File: src/rtl/serial_adder_if.sv
// Handshake and operand/result bundle for the bit-serial adder.
// master drives start/a/b; slave returns busy/done/sum/cout.
interface serial_adder_if #(
  parameter int unsigned WIDTH = 8
);
  logic             start;
  logic [WIDTH-1:0] a;
  logic [WIDTH-1:0] b;
  logic             busy;
  logic             done;
  logic [WIDTH-1:0] sum;
  logic             cout;

  modport master (
    output start, a, b,
    input  busy, done, sum, cout
  );

  modport slave (
    input  start, a, b,
    output busy, done, sum, cout
  );
endinterface

File: src/rtl/serial_adder.sv
// Bit-serial unsigned adder: one full-adder cell and a carry flop add two
// WIDTH-bit operands LSB-first, sequenced by a start/busy/done handshake.
module serial_adder #(
  parameter int unsigned WIDTH = 8
) (
  input  logic           clk,
  input  logic           rst,
  serial_adder_if.slave  bus
);

  localparam int unsigned CW = (WIDTH > 1) ? $clog2(WIDTH) : 1;

  typedef enum logic [1:0] {
    IDLE,
    SHIFT,
    DONE
  } state_t;

  state_t           state_q, state_d;
  logic [WIDTH-1:0] ra_q, ra_d;
  logic [WIDTH-1:0] rb_q, rb_d;
  logic [WIDTH-1:0] rs_q, rs_d;
  logic [WIDTH-1:0] sum_q, sum_d;
  logic             c_q, c_d;
  logic             cout_q, cout_d;
  logic [CW-1:0]    cnt_q, cnt_d;
  logic             s;

  always_ff @(posedge clk or posedge rst) begin
    if (rst) begin
      state_q <= IDLE;
      ra_q    <= '0;
      rb_q    <= '0;
      rs_q    <= '0;
      sum_q   <= '0;
      c_q     <= 1'b0;
      cout_q  <= 1'b0;
      cnt_q   <= '0;
    end else begin
      state_q <= state_d;
      ra_q    <= ra_d;
      rb_q    <= rb_d;
      rs_q    <= rs_d;
      sum_q   <= sum_d;
      c_q     <= c_d;
      cout_q  <= cout_d;
      cnt_q   <= cnt_d;
    end
  end

  always_comb begin
    state_d = state_q;
    ra_d    = ra_q;
    rb_d    = rb_q;
    rs_d    = rs_q;
    sum_d   = sum_q;
    c_d     = c_q;
    cout_d  = cout_q;
    cnt_d   = cnt_q;
    s       = ra_q[0] ^ rb_q[0] ^ c_q;

    unique case (state_q)
      IDLE: begin
        if (bus.start) begin
          ra_d    = bus.a;
          rb_d    = bus.b;
          c_d     = 1'b0;
          cnt_d   = '0;
          state_d = SHIFT;
        end
      end
      SHIFT: begin
        c_d   = (ra_q[0] & rb_q[0]) | (ra_q[0] & c_q) | (rb_q[0] & c_q);
        ra_d  = {1'b0, ra_q[WIDTH-1:1]};
        rb_d  = {1'b0, rb_q[WIDTH-1:1]};
        rs_d  = {s, rs_q[WIDTH-1:1]};
        cnt_d = cnt_q + 1'b1;
        // Result is committed from the next-state values so the last bit and carry land together.
        if (cnt_q == CW'(WIDTH - 1)) begin
          sum_d   = rs_d;
          cout_d  = c_d;
          state_d = DONE;
        end
      end
      DONE: begin
        state_d = IDLE;
      end
      default: begin
        state_d = IDLE;
      end
    endcase
  end

  assign bus.busy = (state_q == SHIFT);
  assign bus.done = (state_q == DONE);
  assign bus.sum  = sum_q;
  assign bus.cout = cout_q;

endmodule

File: src/flat_wrapper.sv
// flat-port wrapper written by rule: the top's interface ports become plain ports
module serial_adder_flat 
#(
  parameter int unsigned WIDTH = 8
)
  (clk, rst, bus_start, bus_a, bus_b, bus_busy, bus_done, bus_sum, bus_cout);
  serial_adder_if #(.WIDTH(WIDTH)) bus_i ();
  input  logic clk;
  input  logic rst;
  input wire logic [$bits(bus_i.start)-1:0] bus_start;
  input wire logic [$bits(bus_i.a)-1:0] bus_a;
  input wire logic [$bits(bus_i.b)-1:0] bus_b;
  output wire logic [$bits(bus_i.busy)-1:0] bus_busy;
  output wire logic [$bits(bus_i.done)-1:0] bus_done;
  output wire logic [$bits(bus_i.sum)-1:0] bus_sum;
  output wire logic [$bits(bus_i.cout)-1:0] bus_cout;
  assign bus_i.start = bus_start;
  assign bus_i.a = bus_a;
  assign bus_i.b = bus_b;
  assign bus_busy = bus_i.busy;
  assign bus_done = bus_i.done;
  assign bus_sum = bus_i.sum;
  assign bus_cout = bus_i.cout;
  serial_adder #(.WIDTH(WIDTH)) u_core (.clk(clk), .rst(rst), .bus(bus_i));
endmodule
File: config.mk
export PLATFORM = sky130hd
export DESIGN_NAME = serial_adder_flat
export DESIGN_NICKNAME = d
export VERILOG_FILES = /design/src/rtl/serial_adder_if.sv /design/src/rtl/serial_adder.sv /design/src/flat_wrapper.sv
export SDC_FILE = /design/constraint.sdc
export NUM_CORES = 1
export LEC_CHECK = 0
export BUFFER_PORTS_ARGS = -buffer_cell sky130_fd_sc_hd__buf_2
export CAP_MARGIN = 20
export CORE_MARGIN = 8
export CORE_UTILIZATION = 50
export CTS_CLUSTER_SIZE = 24
export DETAILED_ROUTE_END_ITERATION = 10
export PLACE_DENSITY = 0.72
export SETUP_SLACK_MARGIN = 0.15
export SLEW_MARGIN = 20
export SYNTH_ARGS = -nofsm -noshare
export SYNTH_HDL_FRONTEND = slang
export SYNTH_SLANG_ARGS = --single-unit
File: constraint.sdc
create_clock -name clk -period 1.7 [get_ports clk]
set_input_delay 0.17 -clock clk [delete_from_list [all_inputs] [get_ports clk]]
set_output_delay 0.17 -clock clk [all_outputs]
set_load 0.1 [all_outputs]
* Yosys cells after proc, flatten, opt, wreduce, memory -nomap -nowiden
Index checks and enable logic that the tools add are counted.
Storage, ports and cells: register bits after elaboration 39, input bits 19, output and inout bits 11, word-level logic and storage cells 37
Cells by class: add/sub/neg operators 1, equality and inequality tests 5, multiplexer cells 11, bitwise logic cells 7, reduce and logical (&&, ||, !) cells 5
Operators with widths (number):
- one-hot mux 8 bit (2 select lines) | 2
- 2-to-1 mux 8 bit | 2
- one-hot mux 3 bit (2 select lines) | 1
- AND reduction 2 bit | 3
- 2-to-1 mux 2 bit | 2
- one-hot mux 2 bit (2 select lines) | 1
- adder 3 x 1 -> 3 bit, second input constant | 1
- AND 1 bit | 3
- == test 3 bit, second input constant | 1
- 2-to-1 mux 3 bit | 1
- == test 2 x 1 -> 1 bit, second input constant | 1
- == test 2 bit, second input constant | 1
- logical NOT 2 bit | 1
- != test 2 x 1 -> 1 bit, second input constant | 1
- != test 2 bit, second input constant | 1
- bitwise OR 1 bit | 2
- one-hot mux 1 bit (2 select lines) | 1
- nonzero test 2 bit | 1
- bitwise XOR 1 bit | 2
- 2-to-1 mux 1 bit | 1

* Longest topological paths before layout
depth in word-level cells 4, depth in mapped cells 7

* Worst setup path before layout
Ideal clock, no wire load.
path kind register to output, start register u_core.state_q[1], end output bus_done, arrival 1.952 ns, path slack -0.422 ns, stages on the path, launching flop included 5, cells stage by stage dfrtp_1 > buf_6 > inv_1 > clkbuf_1 > nor2_1
On the way: word-level cells in the longest chain between the ends 1
Ends and longest elaborated chain:
- from (decl) | line serial_adder.sv:19 | state_t state_q, state_d;
- from (signal assigned) | line serial_adder.sv:40 | state_q <= state_d;
- == test 2 bit | line serial_adder.sv:95 | assign bus.done = (state_q == DONE);
- to (decl) | line flat_wrapper.sv:14 | output wire logic [$bits(bus_i.done)-1:0] bus_done;
No other way between the ends.

* Worst setup path after layout
start register u_core.state_q[0], end output bus_busy
On the way: word-level cells in the longest chain between the ends 1
Ends and longest elaborated chain:
- == test 2 x 1 -> 1 bit | line serial_adder.sv:94 | assign bus.busy = (state_q == SHIFT);
- to (decl) | line flat_wrapper.sv:13 | output wire logic [$bits(bus_i.busy)-1:0] bus_busy;
No other way between the ends.

==> results.toml <==
[finish]
syn_to_final_growth_pct = 18.9
nFillCells = 278
ff_latch_area_um2 = 953
multi_input_area_um2 = 664
drive_above_1_share_pct = 32.8
antennaDiodeCount = 0
num-nets-final = 207

[cts]
clockBufferDepth = 2
cts_made_buffers = 5
clk_pin_slew_worst_paths_ps = 110
cts.sinks = 38
cts_max_level = 2
insertion_delay_ps = 340
clock-root-buffer = "clkbuf_4"
cts_tree = "done"

[setup_path]
critical_path.cell_chain = "nand2b_4 -> clkinv_4 -> buf_12"
cp.arrival_ps = 1300
rr_endpoint = "u_core.bus.sum[2]"
worst_r2r_path_depth = 4
cpMaxStageDelayCell = "dfrtp_2"
worst_setup_path_end_kind = "output port"
r2r_slack_ps = 250
criticalPathCategory = "reg -> out"
worstPathRequired_ps = 1530
cpPeakStageDelay_ps = 520
worstPathMaxFanout = 12
cp-startpoint = "u_core.state_q[0]"
rr_startpoint = "u_core.cnt_q[0]"
start_kind = "register"

[place]
gp_congestion = 0.693
io_buffers = 29
dp_slack_ps = 265
hpwl_um = 2350

[route]
vias = 1260
remaining_drc_errors = 0
finalWirelength_um = 3330
drt-vias-per-instance = 5.43
drtAntennaViolNets = 0
wl_per_cell_um = 14.4
drtPass1Iterations = 6
drtIter0Drc = 82

[yosys]
synth-seq-cells = 38
synth-compound-area-share_pct = 14.8
synth_most_common_cell = "dfrtp_1"
synth_fp_nets = 173
synth_cells = 151
synth_area_leader_cell = "dfrtp_1"
ys_async_sr_fraction_pct = 100
synth_area_leaders = "dfrtp_1 (56%), mux2_4 (8.0%), o22ai_1 (7.4%), nand2_1 (5.3%), nor3_1 (3.5%)"
synth.top_cell.area_share_pct = 56.1
synth.area.mux_share_pct = 7.97
synth-simple-area-share_pct = 13.3
synth_warnings = 0
syn-cell-area_mm2 = 0.00170
synthAdderAreaFrac_pct = 2.66
yosys-top-cells-count = "dfrtp_1 (38), nand2_1 (24), o22ai_1 (20), nor3_1 (12), a21oi_1 (11)"
synth.avg_cell_area_um2 = 11.2
yosysSeqAreaShare_pct = 56.1
postSynth.topFlopCell = "dfrtp_1"
synth_top_family_by_area = "compound AO/OA/AOI/OAI gates"
synth_edf_count = 0
yosysUniqueCellTypes = 27
synth_xor_area_share_pct = 0

[timing]
finalHoldViolations = 0
setup_slack_ps = 231
slew_viol_final = 0
period_needed_ps = 1470
tightest_slew_ps = 568
clock_skew_ps = 14.0
rsz0062_at_grt = "no"
max-slew-margin-rel_pct = 62.1
max_freq_mhz = 681
fin_crit_sh_pct = 86.4
tns_ps = 0
setup_violations = 0

[floorplan]
dieWidth_um = 74.2
rows = 21
core_area_mm2 = 0.00328
dieArea_mm2 = 0.00551
io_pins = 30
dieHeight_um = 74.2
start_util_pct = 51.6

[power_and_ir_drop]
internal_power_mw = 2.35
p_comb_share_pct = 49.7
p_per_area_mw_per_mm2 = 2220
ir_drop_mv = 0.856
p_sw_mw = 2.12
total_power_mw = 4.47
p_leak_nw = 0.971
switching_share_pct = 47.3
p_clk_share_pct = 13.7
power_frac_seq_pct = 36.7

[flow_run]
max-cap-violations = 0

[grt]
grt_antenna_before_repair = 0
grt_overflow = 0
grt_pass1_wl_um = 5780
grt_max_degree = 39
grtUsageTotal_pct = 13.5
first_global_vias = 1312

[worst_hold_path]
min_path_cells = 3
worstHoldPathType = "in -> reg"
holdPathEnd = "u_core.rb_q[7]"
min_from = "bus_b[7]"

[outcome]
status = "completed"
==> per-layer routing <==
metal	vias up	track usage [%]	wire length [µm]
li1	602	-	-
met1	626	16.5	1530
met2	30	21.4	1600
met3	2	4.18	175
met4	0	5.87	23
met5	-	0	0
==> critical path, delay by kind of cell (launching register included) <==
kind                   cells  cell delay, ps
flip-flops                 1             520
buffers and inverters      2             320
AND/OR/NAND/NOR            1             120
==> placed cells by master (no fill, tap or decap), types with 2 or more instances in the layout <==
cell,netlist,routed
o21ai_0,2,2
o22ai_1,20,20
buf_4,1,6
nand2_1,24,24
dfrtp_2,0,2
clkinvlp_4,0,3
ha_1,2,2
buf_12,0,2
a22o_1,3,3
clkbuf_4,0,5
mux2_4,9,9
nor3_1,12,12
nor2_1,6,5
buf_2,3,27
inv_1,3,2
dfrtp_1,38,36
a21oi_1,11,11
==> cells by family after synthesis <==
logic type      Yosys count
compound gates           40
fa+ha+maj                 3
buf+inv                  14
flops                    38
mux                       9
simple gates             47
==> worst max-delay path by stage <==
stage | end | slack, ps | cells after the start
finish | bus_busy | 230 | 3
global route | bus_busy | 160 | 3
CTS | bus_busy | 190 | 3
detailed placement | u_core.bus.sum[7] | 260 | 4
global placement | u_core.bus.sum[7] | 310 | 4
floorplan | bus_done | 330 | 4
==> what timing repair did <==
item	in CTS	in global routing
hold endpoints to repair	38	0
setup buffers	1	2
hold buffers	1	0
setup endpoints to repair	2	3
gates resized for setup	3	0
==> stage by stage <==
step | std cells | hold slack [ps] | utilization, % | area (µm²)
2_1_floorplan | 151 | 315 | - | 1700
3_3_place_gp | 220 | 298 | 57.7 | 1890
3_5_place_dp | 220 | 309 | 57.7 | 1890
4_1_cts | 230 | 53.2 | 60.9 | 2000
5_1_grt | 232 | 75.2 | 61.4 | 2020
6_report | 232 | 74.4 | 61.4 | 2020
==> final cells by class <==
type | instances | share of cell area, %
flip-flops and latches | 38 | 47.3
multi-input cells | 99 | 33.0
repair buffers | 36 | 11.4
well taps | 46 | 2.86
clock inverters | 3 | 2.23
clock buffers | 5 | 1.86
inverters | 5 | 1.37
==> power groups by stage <==
stage / Sequential [mW] / Clock (mW) / Combinational, mW
floorplan: 2.28 / 0 / 1.19
global placement: 1.63 / 0 / 2.15
detailed placement: 1.66 / 0 / 2.23
CTS: 1.65 / 0.637 / 2.24
global route: 1.70 / 0.663 / 2.42
finish: 1.64 / 0.612 / 2.22
==> flip-flops by register name (all words and copies together), names as in the netlist <==
name	cells
u_core.bus.sum	8
u_core.ra_q	8
u_core.rb_q	8
u_core.rs_q	7
u_core.cnt_q	3
u_core.state_q	2
u_core.bus.cout	1
u_core.c_q	1
Note: power is estimated with default switching activity, not from simulation.
